--- config.mk ---
export PLATFORM = sky130hd
export DESIGN_NAME = key_step_counter
export DESIGN_NICKNAME = d
export VERILOG_FILES = /design/src/rtl/key_pkg.sv /design/src/rtl/key_debounce.sv /design/src/rtl/key_step_counter.sv
export SDC_FILE = /design/constraint.sdc
export NUM_CORES = 1
export LEC_CHECK = 0
export CAP_MARGIN = 30
export CORE_UTILIZATION = 40
export CTS_BUF_LIST = sky130_fd_sc_hd__clkbuf_4 sky130_fd_sc_hd__clkbuf_8
export CTS_CLUSTER_DIAMETER = 50
export DETAILED_ROUTE_END_ITERATION = 10
export GPL_ROUTABILITY_DRIVEN = 0
export PLACE_DENSITY = 0.61
export SYNTH_ARGS = -nofsm -noshare
export SYNTH_HDL_FRONTEND = slang
export SYNTH_HIERARCHICAL = 1
export SYNTH_SLANG_ARGS = --single-unit
--- constraint.sdc ---
create_clock -name CLOCK_50 -period 2.11 [get_ports CLOCK_50]
set_input_delay 0.3165 -clock CLOCK_50 [delete_from_list [all_inputs] [get_ports CLOCK_50]]
set_output_delay 0.3165 -clock CLOCK_50 [all_outputs]
set_load 0.01 [all_outputs]
--- src/rtl/key_pkg.sv ---
// key_pkg
// Shared constants for the pushbutton step counter feeding the HEX decimal
// display path: counter width and limit, the electrical level of a pressed
// DE2 key, and the default debounce interval (10 ms at 50 MHz).
package key_pkg;

    localparam int                   COUNT_W             = 4;
    localparam logic [COUNT_W-1:0]   COUNT_MAX           = 4'd15;
    localparam logic                 KEY_PRESSED         = 1'b0;
    localparam int                   DEBOUNCE_CYCLES_DEF = 500000;

    // Press events from both keys for one cycle.
    typedef struct packed {
        logic up;
        logic down;
    } press_t;

endpackage

--- src/rtl/key_debounce.sv ---
// key_debounce
// One raw pushbutton -> 2-FF synchroniser -> stability-counter debouncer ->
// single-cycle press pulse on each accepted released-to-pressed transition.
//
// Ports
//   clk      in   system clock, rising edge
//   rst      in   asynchronous active-high reset
//   key_raw  in   raw active-low pushbutton, asynchronous to clk
//   press    out  one-cycle pulse, high the cycle after the accepted level
//                 goes to the pressed state
module key_debounce
    import key_pkg::*;
#(
    parameter int DEBOUNCE_CYCLES = DEBOUNCE_CYCLES_DEF
) (
    input  logic clk,
    input  logic rst,
    input  logic key_raw,
    output logic press
);

    localparam int              CNT_W    = $clog2(DEBOUNCE_CYCLES);
    localparam logic [CNT_W-1:0] CNT_LAST = CNT_W'(DEBOUNCE_CYCLES - 1);

    logic [1:0]       sync_q;
    logic             key_sync;
    logic             acc_q;
    logic             acc_d_q;
    logic [CNT_W-1:0] cnt_q;

    assign key_sync = sync_q[1];

    always_ff @(posedge clk or posedge rst) begin
        if (rst) begin
            sync_q  <= 2'b11;
            acc_q   <= 1'b1;
            acc_d_q <= 1'b1;
            cnt_q   <= '0;
        end else begin
            sync_q  <= {sync_q[0], key_raw};
            acc_d_q <= acc_q;
            if (key_sync == acc_q) begin
                // Any return to the accepted level restarts the count.
                cnt_q <= '0;
            end else if (cnt_q == CNT_LAST) begin
                // DEBOUNCE_CYCLES consecutive mismatching samples: accept.
                acc_q <= key_sync;
                cnt_q <= '0;
            end else begin
                cnt_q <= cnt_q + 1'b1;
            end
        end
    end

    // Releases are ignored; only the edge into the pressed level counts.
    assign press = (acc_d_q != KEY_PRESSED) && (acc_q == KEY_PRESSED);

endmodule

--- src/rtl/key_step_counter.sv ---
// key_step_counter
// Steps a 4-bit value up/down with wrap-around from two debounced DE2
// pushbuttons, with a synchronous parallel load that has priority. COUNT
// feeds the binary-to-decimal HEX decoder directly.
//
// Ports
//   CLOCK_50    in   system clock, rising edge
//   RESET       in   asynchronous active-high reset
//   KEY_UP      in   raw active-low pushbutton, asynchronous
//   KEY_DOWN    in   raw active-low pushbutton, asynchronous
//   LOAD        in   synchronous load enable (wins over key presses)
//   LOAD_VALUE  in   value taken by COUNT while LOAD = 1
//   COUNT       out  current value 0..15
//   STEP        out  one-cycle pulse aligned with a key-driven COUNT change
//   WRAP        out  one-cycle pulse when that step crosses 15->0 or 0->15
module key_step_counter
    import key_pkg::*;
#(
    parameter int DEBOUNCE_CYCLES = DEBOUNCE_CYCLES_DEF
) (
    input  logic               CLOCK_50,
    input  logic               RESET,
    input  logic               KEY_UP,
    input  logic               KEY_DOWN,
    input  logic               LOAD,
    input  logic [COUNT_W-1:0] LOAD_VALUE,
    output logic [COUNT_W-1:0] COUNT,
    output logic               STEP,
    output logic               WRAP
);

    press_t             ev;
    logic [COUNT_W-1:0] count_nxt;
    logic               step_nxt;
    logic               wrap_nxt;

    key_debounce #(.DEBOUNCE_CYCLES(DEBOUNCE_CYCLES)) u_deb_up (
        .clk     (CLOCK_50),
        .rst     (RESET),
        .key_raw (KEY_UP),
        .press   (ev.up)
    );

    key_debounce #(.DEBOUNCE_CYCLES(DEBOUNCE_CYCLES)) u_deb_down (
        .clk     (CLOCK_50),
        .rst     (RESET),
        .key_raw (KEY_DOWN),
        .press   (ev.down)
    );

    // Priority: load, then simultaneous presses cancel, then single press.
    // Presses arriving during a load are dropped, not queued.
    always_comb begin
        count_nxt = COUNT;
        step_nxt  = 1'b0;
        wrap_nxt  = 1'b0;
        if (LOAD) begin
            count_nxt = LOAD_VALUE;
        end else if (ev.up && ev.down) begin
            count_nxt = COUNT;
        end else if (ev.up) begin
            count_nxt = COUNT + 1'b1;
            step_nxt  = 1'b1;
            wrap_nxt  = (COUNT == COUNT_MAX);
        end else if (ev.down) begin
            count_nxt = COUNT - 1'b1;
            step_nxt  = 1'b1;
            wrap_nxt  = (COUNT == '0);
        end
    end

    always_ff @(posedge CLOCK_50 or posedge RESET) begin
        if (RESET) begin
            COUNT <= '0;
            STEP  <= 1'b0;
            WRAP  <= 1'b0;
        end else begin
            COUNT <= count_nxt;
            STEP  <= step_nxt;
            WRAP  <= wrap_nxt;
        end
    end

endmodule

Word-level counts from Yosys, hierarchy flattened
Cells that the tools add are included.
Storage, ports and cells
  register bits after elaboration: 52
  input bits: 9
  output and inout port bits: 6
  logic and storage cells: 49
Operators by class
  add/sub/neg operators: 4
  equality and inequality tests: 6
  mux-type cells: 16
  bitwise gates (word level): 4
  reduce and logical (&&, ||, !) cells: 8
Operator list (number)
  two-way mux 19 bit: 4
  adder 19 x 1 -> 19 bit, second input constant: 2
  equality test 19 bit, second input constant: 2
  two-way mux 4 bit: 4
  two-way mux 1 bit: 8
  AND reduction 2 bit: 3
  adder 4 x 1 -> 4 bit, second input constant: 1
  equality test 4 bit, second input constant: 1
  logical NOT 4 bit: 1
  NOT 1 bit: 4
  subtractor 4 x 1 -> 4 bit, second input constant: 1
  logical AND 1 bit: 3
  nonzero test 3 bit: 1
  equality test 1 bit: 2
  != test 2 bit, second input constant: 1

Logic depth before layout (Yosys ltp)
Gate-level depths: netlist (run 1).
  word-level depth: 6
  depth in mapped cells: 7
  gate-level depth less buffers: 7

Hierarchy
Netlist (run 1), hierarchy kept.
By module, submodules not included
  key_debounce: instances 2, cells each 105, area an instance 1127.3 µm², sequential area each 580.6 µm²
  key_step_counter: instances 1, cells each 44, area an instance 425.4 µm², sequential area each 150.1 µm²

Worst setup path after synthesis (run 1)
No wires, ideal clock.
  path type: register to register
  start: reg u_deb_up.acc_d_q
  end: reg COUNT[2]
  setup time: 129 ps
  arrival: 1788 ps
  data required time: 1981 ps
  slack: 194 ps
  cell stages (with the launch flop): 8
  path buffers: 0
  period minus slack after synthesis: 1916 ps
  cells stage by stage: dfstp_2 nor2b_1 inv_2 fa_1 xnor2_1 nor2_1 a21oi_1 o21ai_0
RTL lines
  start, declared: line key_debounce.sv:28  | logic acc_d_q;
  start signal, assigned: line key_debounce.sv:41  | acc_d_q <= acc_q;
  end signal, assigned: line key_step_counter.sv:78  | COUNT <= count_nxt;
  end, declared: line key_step_counter.sv:27  | output logic [COUNT_W-1:0] COUNT,

Worst setup path after layout (run 1)
  start: reg u_deb_up.cnt_q[11]
  end: reg u_deb_up.cnt_q[8]
On the way
  cells in the longest elaborated chain, start to end: 3
RTL lines
  start, declared: line key_debounce.sv:29  | logic [CNT_W-1:0] cnt_q;
  start signal, assigned: line key_debounce.sv:50  | cnt_q <= cnt_q + 1'b1;
  equality test 19 bit: line key_debounce.sv:45  | end else if (cnt_q == CNT_LAST) begin
  two-way mux 19 bit: line key_debounce.sv:45
  two-way mux 19 bit: line key_debounce.sv:42  | if (key_sync == acc_q) begin
No other way between the ends.
A chain may end at the register's enable or synchronous reset.

==> flow_metrics.env, run 1 <==
export IMPL_cp_start_kind="flop"
export IMPL_via_per_inst=5.33
export IMPL_cts_sinks=52
export IMPL_grt_pass1_vias=1920
export IMPL_drtIter0Drc=85
export IMPL_cts_buffers=5
export IMPL_fmax_mhz=543
export IMPL_ys_seq_area_share_pct=48.9
export IMPL_synthFlopType="dfrtp_1"
export IMPL_antenna_found_initial=0
export IMPL_synth_top_family_by_area="simple AND/OR/NAND/NOR gates"
export IMPL_synth_area_per_cell_um2=10.6
export IMPL_final_cells=351
export IMPL_vias=1871
export IMPL_outcome="complete, no violations"
export IMPL_synth_most_common_cell="dfrtp_1"
export IMPL_end_kind="flop"
export IMPL_synth_top_area_share_pct=41.1
export IMPL_yosys_top_cells_area="dfrtp_1 41%, dfstp_2 7.8%, xor2_1 5.6%, xnor2_1 4.9%, nor2_1 4.8%"
export IMPL_num_rows=29
export IMPL_hold_violations=0
export IMPL_post_drt_wl_per_cell_um=13.9
export IMPL_dp_slack_ns=0.329
export IMPL_powerDensity_nw_per_um2=588
export IMPL_yosys_area_top_type="dfrtp_1"
export IMPL_maxCapViolCount=0
export IMPL_drc=0
export IMPL_cp_required_ns=2.29
export IMPL_ios=15
export IMPL_p_clk_share_pct=32.7
export IMPL_synth_xor_area_share_pct=10.5
export IMPL_synth_fa_ha_area_share_pct=3.08
export IMPL_fin_skew_ns=0.0209
export IMPL_n_antenna_cell=0
export IMPL_postCtsHoldBufs=0
export IMPL_synth_seq_cells=52
export IMPL_ant_nets=0
export IMPL_hold_path_class="primary input to asynchronous set/reset pin"
export IMPL_timing_final_crit_share_pct=87.3
export IMPL_p_leak_nw=1.23
export IMPL_tns_ns=0
export IMPL_placed_cells=343
export IMPL_maxSlewViolCount=0
export IMPL_h_tree_depth=2
export IMPL_grt_use_total_pct=15.2
export IMPL_dr_pass1_iters=5
export IMPL_wl_um=4890
export IMPL_swShare_pct=23.9
export IMPL_synthDistinctLibCells=46
export IMPL_synth_nets=269
export IMPL_crit_arrival_ns=2.02
export IMPL_cts_buffer_depth=2
export IMPL_cp_max_fo=7
export IMPL_cts_resized=0
export IMPL_area_delta_synth_final_pct=10.9
export IMPL_rsz0062_at_grt="false"
export IMPL_core_area_um2=6420
export IMPL_initial_core_util_pct=41.7
export IMPL_yosys_area_share_simple_pct=25.9
export IMPL_holdWs_ns=0.292
export IMPL_cts_tree="built"
export IMPL_place_hpwl_um=3500
export IMPL_setup_ws_ns=0.269
export IMPL_fin_util_pct=46.3
export IMPL_portBuffers=14
export IMPL_cts_setup_buffers=0
export IMPL_intPower_mw=1.33
export IMPL_critPathKind="flop to flop"
export IMPL_synth_area_mux_share_pct=1.49
export IMPL_die_area_um2=7030
export IMPL_grt_ovfl_total=0
export IMPL_switchingPower_mw=0.418
export IMPL_syn_cell_area_um2=2680
export IMPL_netlist_instances=254
export IMPL_yosysWarnings=6
export IMPL_fin_nets=288
export IMPL_drive_above_1_share_pct=13.1
export IMPL_ys_top_cells_by_count="44 x dfrtp_1, 34 x nor2_1, 17 x nand2_1, 17 x xor2_1, 16 x nand3_1"
export IMPL_synth_edf_count=0
export IMPL_worst_slew_pin_slew_ns=0.532
export IMPL_grt_max_degree=24
export IMPL_dieWidth_um=83.9
export IMPL_finalCriticalPeriod_ns=1.84
export IMPL_worstSkewPairLatency_ns=0.31
export IMPL_relSlewSlack_pct=64.5
export IMPL_clk_pin_slew_worst_paths_ns=0.10
export IMPL_setup_viol=0
export IMPL_synth_compound_area_share_pct=6.26
export IMPL_vdd_ir_drop_max_mv=0.227
export IMPL_combinationalPowerShare_pct=7.4
export IMPL_synth_async_reset_ratio_pct=100
export IMPL_die_h_um=83.9
export IMPL_seqPwrFrac_pct=59.9
export IMPL_clock_root_buffer="clkbuf_8"
export IMPL_nFillCells=597
export IMPL_grt_first_pass_wirelength_um=8670
==> sequential cells by signal, indices dropped and copies added, names as in the netlist <==
signal              cells
COUNT                   4
STEP                    1
WRAP                    1
u_deb_down/acc_d_q      1
u_deb_down/acc_q        1
u_deb_down/cnt_q       19
u_deb_down/sync_q       2
u_deb_up/acc_d_q        1
u_deb_up/acc_q          1
u_deb_up/cnt_q         19
u_deb_up/sync_q         2
==> power groups by stage <==
| stage | clock, mW | combinational [mW] | sequential, mW |
|---|---|---|---|
| after floorplan | 0 | 0.0824 | 1.06 |
| after global placement | 0 | 0.130 | 1.06 |
| after detailed placement | 0 | 0.133 | 1.06 |
| after CTS | 0.599 | 0.133 | 1.05 |
| after global routing | 0.633 | 0.148 | 1.05 |
| final | 0.571 | 0.130 | 1.05 |
==> critical path: stages (launching register included) <==
cell     delay, ns
dfrtp_1       0.44
or4_4         0.55
nor3_2        0.23
a21bo_1       0.26
buf_4         0.19
nor2_1        0.05
==> metal layers <==
layer,vias up,routed length (um),global-route usage (%)
met5,-,0,0
met4,0,58,5.02
met1,880,2380,20.7
met3,7,195,3.07
li1,938,-,-
met2,46,2250,24.4
==> cells in the final DEF (no fill, tap or decap), types with 3 or more instances in the layout <==
| cell | netlist | routed |
|---|---|---|
| and3_1 | 6 | 6 |
| nor3_2 | 3 | 3 |
| xor2_1 | 17 | 17 |
| xnor2_1 | 15 | 15 |
| nor2b_1 | 3 | 3 |
| nor2_1 | 34 | 34 |
| clkbuf_8 | 0 | 5 |
| dfstp_2 | 8 | 8 |
| nor4_1 | 6 | 6 |
| nand4_1 | 8 | 8 |
| a21oi_1 | 8 | 8 |
| and4_1 | 4 | 4 |
| inv_1 | 4 | 4 |
| ha_1 | 5 | 5 |
| nor3_1 | 3 | 3 |
| nand4b_1 | 4 | 4 |
| nand3_1 | 16 | 16 |
| dfrtp_1 | 44 | 44 |
| buf_4 | 0 | 7 |
| o21ai_0 | 5 | 5 |
| nand2_1 | 17 | 17 |
| clkdlybuf4s50_1 | 0 | 14 |
| or4b_1 | 4 | 4 |
==> layout make-up <==
type                       instances  area [um2]  area share, %
inverter                           5        18.8          0.631
clock inverter                     2        12.5          0.421
multi-input combinational        188        1260           42.6
timing repair buffer              21         193           6.48
clock buffer                       6        76.3           2.57
tap                               77        96.3           3.24
sequential                        52        1310           44.1
==> stage by stage <==
step | cell area, um2 | total power [mW]
2_1_floorplan | 2680 | 1.15
3_3_place_gp | 2880 | 1.19
3_5_place_dp | 2880 | 1.20
4_1_cts | 2970 | 1.78
5_1_grt | 2970 | 1.83
6_report | 2970 | 1.75
==> cell families after synthesis <==
logic type | Yosys count
fa+ha+maj | 6
simple gates | 123
buf+inv | 14
xor+xnor | 32
mux | 3
flops | 52
compound gates | 24
==> final timing paths <==
path / startpoint / to / cells past startpoint / slack (ns)
setup reg to reg: u_deb_up/cnt_q[11] / u_deb_up/cnt_q[8] / 5 / 0.27
max in group asynchronous: RESET / u_deb_up/cnt_q[10] / 3 / 1.14
min in group CLOCK_50: u_deb_down/sync_q[0] / u_deb_down/sync_q[1] / 0 / 0.36
hold reg to reg: u_deb_down/sync_q[0] / u_deb_down/sync_q[1] / 0 / 0.36
hold / removal: RESET / COUNT[2] / 2 / 0.29
setup / recovery: u_deb_up/cnt_q[11] / u_deb_up/cnt_q[8] / 5 / 0.27
(Power assumes the default switching activity.)
==> inputs of run 2 (changes only) <==
Settings changed: MAX_ROUTING_LAYER set to met4, SLEW_MARGIN set to 20.
==> flow_metrics.env, run 2 (synthesis gave the netlist of run 1 again) <==
export IMPL_wl_um=4890
export IMPL_cts_tree="built"
export IMPL_reg_top3="u_deb_down/cnt_q (19), u_deb_up/cnt_q (19), COUNT (4)"
export IMPL_via_per_inst=5.31
export IMPL_outcome="complete, no violations"
export IMPL_clock_root_buffer="clkbuf_8"
export IMPL_dr_pass1_iters=4
export IMPL_area_delta_synth_final_pct=10.9
export IMPL_maxCapViolCount=0
export IMPL_cts_buffers=5
export IMPL_drtIter0Drc=116
export IMPL_ios=15
export IMPL_initial_core_util_pct=41.7
export IMPL_p_leak_nw=1.23
export IMPL_grt_first_pass_wirelength_um=8680
export IMPL_num_rows=29
export IMPL_cts_resized=0
export IMPL_core_area_um2=6420
export IMPL_fin_nets=288
export IMPL_fin_skew_ns=0.0212
export IMPL_clk_pin_slew_worst_paths_ns=0.11
export IMPL_final_cell_mix="44 x dfrtp_1, 34 x nor2_1, 17 x xor2_1, 17 x nand2_1, 16 x nand3_1"
export IMPL_finalCriticalPeriod_ns=1.85
export IMPL_dp_slack_ns=0.329
export IMPL_maxSlewViolCount=0
export IMPL_die_h_um=83.9
export IMPL_r2r_slack_ns=0.26
export IMPL_n_antenna_cell=0
export IMPL_grt_pass1_vias=1920
export IMPL_cts_sinks=52
export IMPL_relSlewSlack_pct=64.7
export IMPL_critPathKind="flop to flop"
export IMPL_crit_arrival_ns=2.03
export IMPL_hold_path_class="primary input to asynchronous set/reset pin"
export IMPL_grt_max_degree=24
export IMPL_setup_ws_ns=0.264
export IMPL_grt_ovfl_total=0
export IMPL_cts_buffer_depth=2
export IMPL_portBuffers=14
export IMPL_cp_max_fo=7
export IMPL_end_kind="flop"
export IMPL_hold_violations=0
export IMPL_h_tree_depth=2
export IMPL_postCtsHoldBufs=0
export IMPL_place_hpwl_um=3500
export IMPL_cp_start_kind="flop"
export IMPL_powerDensity_nw_per_um2=588
export IMPL_tns_ns=0
export IMPL_timing_final_crit_share_pct=87.5
export IMPL_setup_viol=0
export IMPL_vias=1865
export IMPL_drive_above_1_share_pct=13.1
export IMPL_rr_worst_depth=5
export IMPL_worstSkewPairLatency_ns=0.31
export IMPL_rsz0062_at_grt="false"
export IMPL_vdd_ir_drop_max_mv=0.227
export IMPL_drc=0
export IMPL_dieWidth_um=83.9
export IMPL_final_common_cell="dfrtp_1"
export IMPL_cts_setup_buffers=0
export IMPL_grt_use_total_pct=15.7
export IMPL_timing_rr_start="u_deb_up/cnt_q[11]"
export IMPL_worst_slew_pin_slew_ns=0.529
export IMPL_cp_required_ns=2.29
export IMPL_rr_endpoint="u_deb_up/cnt_q[8]"
export IMPL_antenna_found_initial=0
export IMPL_ant_nets=0
export IMPL_die_area_um2=7030
export IMPL_post_drt_wl_per_cell_um=13.9
export IMPL_fmax_mhz=542
==> run 2: cell counts in the layout (fill, tap and decap cells not counted) <==
No cell type changed its count.
==> run 2: layout make-up <==
cell class,instances,area [um2]
fillers,597,3450
flip-flops and latches,52,1310
multi-input cells,188,1260
repair buffers,21,193
well taps,77,96.3
clock buffers,6,76.3
inverters,5,18.8
clock inverters,2,12.5
==> run 2: per-layer routing <==
| metal | routed length (um) | vias to the layer above | GRT usage, % |
|---|---|---|---|
| met2 | 2240 | 37 | 24.4 |
| li1 | - | 938 | - |
| met1 | 2410 | 883 | 20.6 |
| met4 | 58 | 0 | 5.02 |
| met3 | 193 | 7 | 3.07 |
| met5 | 0 | - | - |
==> run 2: report_power, final <==
group / total [mW] / internal (mW) / switching [mW]
registers: 1.05 / 1.02 / 0.0261
clock network: 0.573 / 0.246 / 0.327
logic: 0.130 / 0.0629 / 0.0667
==> run 2: worst max-delay path by stage <==
stage	cells past startpoint	slack [ns]	end	from
2_1_floorplan	7	0.19	COUNT[2]	u_deb_up/acc_d_q
3_3_place_gp	5	0.33	u_deb_up/cnt_q[18]	u_deb_up/cnt_q[0]
3_5_place_dp	5	0.33	u_deb_up/cnt_q[18]	u_deb_up/cnt_q[11]
4_1_cts	5	0.28	u_deb_up/cnt_q[8]	u_deb_up/cnt_q[11]
5_1_grt	7	0.13	COUNT[2]	u_deb_up/acc_d_q
6_report	5	0.26	u_deb_up/cnt_q[8]	u_deb_up/cnt_q[11]
==> run 2: worst max-delay path, cell delays in order (launching register included) <==
cell and delay, ns:
dfrtp_1 0.44, or4_4 0.55, nor3_2 0.23, a21bo_1 0.26
buf_4 0.19, nor2_1 0.05
==> run 2: per-stage QoR <==
step / total power, mW / cell area (um2) / hold WS [ns] / util [%] / std cells
3_5_place_dp: 1.20 / 2880 / 0.348 / 44.9 / 343
4_1_cts: 1.78 / 2970 / 0.296 / 46.3 / 351
3_3_place_gp: 1.19 / 2880 / 0.347 / 44.9 / 343
6_report: 1.75 / 2970 / 0.292 / 46.3 / 351
5_1_grt: 1.83 / 2970 / 0.316 / 46.3 / 351
2_1_floorplan: 1.15 / 2680 / 0.107 / - / 254
==> inputs of run 3 (changes only) <==
Settings changed: CORE_MARGIN set to 2.
==> flow_metrics.env, run 3 (synthesis gave the netlist of run 1 again) <==
export IMPL_outcome="complete, no violations"
export IMPL_final_cell_mix="44 x dfrtp_1, 34 x nor2_1, 17 x xor2_1, 17 x nand2_1, 16 x nand3_1"
export IMPL_cp_required_ns=2.33
export IMPL_drtIter0Drc=104
export IMPL_finalPower_mw=1.77
export IMPL_postCtsHoldBufs=0
export IMPL_reg_top3="u_deb_down/cnt_q (19), u_deb_up/cnt_q (19), COUNT (4)"
export IMPL_h_tree_depth=2
export IMPL_hold_violations=0
export IMPL_seq_area_um2=1310
export IMPL_cts_resized=0
export IMPL_tns_ns=0
export IMPL_clock_root_buffer="clkbuf_8"
export IMPL_worstSkewPairLatency_ns=0.30
export IMPL_cts_tree="built"
export IMPL_ios=15
export IMPL_fin_skew_ns=0.0145
export IMPL_cp_cell_sequence="ha_1 -> nand3_1 -> nor2_1 -> or4b_1 -> a21oi_1"
export IMPL_relSlewSlack_pct=65.3
export IMPL_hold_path_class="primary input to asynchronous set/reset pin"
export IMPL_critPathKind="flop to flop"
export IMPL_worst_path_stages=5
export IMPL_post_drt_wl_per_cell_um=13.6
export IMPL_crit_path_end="u_deb_down/cnt_q[18]"
export IMPL_grt_use_total_pct=14.3
export IMPL_dr_pass1_iters=4
export IMPL_cts_buffers=5
export IMPL_wl_um=4790
export IMPL_crit_family="simple AND/OR/NAND/NOR gates"
export IMPL_worst_slew_pin_slew_ns=0.519
export IMPL_final_cells=351
export IMPL_fin_nets=288
export IMPL_final_common_cell="dfrtp_1"
export IMPL_crit_arrival_ns=2.01
export IMPL_grt_max_degree=24
export IMPL_cp_start_kind="flop"
export IMPL_die_area_um2=7370
export IMPL_grt_ovfl_total=0
export IMPL_place_hpwl_um=3390
export IMPL_initial_core_util_pct=41.7
export IMPL_rr_endpoint="u_deb_down/cnt_q[18]"
export IMPL_vias=1855
export IMPL_cp_slowest_stage_delay_ns=0.45
export IMPL_rr_worst_depth=5
export IMPL_cts_buffer_depth=2
export IMPL_fmax_mhz=559
export IMPL_ant_nets=0
export IMPL_area_delta_synth_final_pct=11.3
export IMPL_dp_slack_ns=0.350
export IMPL_critical_path_startpoint="u_deb_down/cnt_q[0]"
export IMPL_end_kind="flop"
export IMPL_setup_ws_ns=0.321
export IMPL_die_h_um=85.9
export IMPL_portBuffers=14
export IMPL_timing_rr_start="u_deb_down/cnt_q[0]"
export IMPL_holdWs_ns=0.304
export IMPL_n_antenna_cell=0
export IMPL_cp_slowest_cell="or4b_1"
export IMPL_fin_util_pct=46.4
export IMPL_powerDensity_nw_per_um2=592
export IMPL_maxSlewViolCount=0
export IMPL_worst_path_buf_inv=0
export IMPL_cts_setup_buffers=0
export IMPL_grt_first_pass_wirelength_um=8280
export IMPL_clk_pin_slew_worst_paths_ns=0.09
export IMPL_placed_cells=343
export IMPL_drive_above_1_share_pct=13.1
export IMPL_nFillCells=596
export IMPL_p_leak_nw=1.23
export IMPL_rsz0062_at_grt="false"
export IMPL_drc=0
export IMPL_num_rows=29
export IMPL_via_per_inst=5.28
export IMPL_maxCapViolCount=0
export IMPL_antenna_found_initial=0
export IMPL_setup_viol=0
export IMPL_placed_cell_area_um2=2880
export IMPL_multi_input_area_um2=1260
export IMPL_grt_pass1_vias=1829
export IMPL_vdd_ir_drop_max_mv=0.295
export IMPL_dieWidth_um=85.9
export IMPL_cts_sinks=52
export IMPL_r2r_slack_ns=0.32
export IMPL_core_area_um2=6420
export IMPL_stdcell_area_um2=2980
export IMPL_finalCriticalPeriod_ns=1.79
export IMPL_cp_max_fo=6
export IMPL_timing_final_crit_share_pct=84.8
run 3: final cells by class:
class	count	share of cell area, %
multi-input cells	188	42.4
repair buffers	21	6.46
clock buffers	7	3.02
inverters	5	0.629
flip-flops and latches	52	44.0
clock inverters	1	0.252
well taps	77	3.23
run 3: per-layer routing:
layer	part of all wire, %	GRT usage, %	vias up	wire [um]
met3	2.7	2.60	2	130
li1	-	-	935	-
met5	0	-	-	0
met4	0.61	3.46	0	29
met2	45	22.1	20	2160
met1	52	19.6	898	2470
run 3: worst min-delay path by stage:
stage / slack, ns / end / cells after the start / from
floorplan: 0.11 / COUNT[0] / 1 / RESET
global placement: 0.35 / u_deb_down/sync_q[1] / 0 / u_deb_down/sync_q[0]
detailed placement: 0.35 / u_deb_up/sync_q[1] / 0 / u_deb_up/sync_q[0]
CTS: 0.31 / COUNT[2] / 2 / RESET
global route: 0.32 / COUNT[2] / 2 / RESET
finish: 0.30 / COUNT[2] / 2 / RESET
run 3: worst reg2reg max path: cells and delay by family, from the launching register on:
family	cells	cell delay (ns)
and+or+nand+nor	3	0.90
AOI/OAI and AO/OA	1	0.17
adders and majority gates	1	0.24
DFF	1	0.40
run 3: power by group:
part           internal (mW)  switching [mW]
logic                 0.0626          0.0668
clock network          0.280           0.310
registers               1.02          0.0257
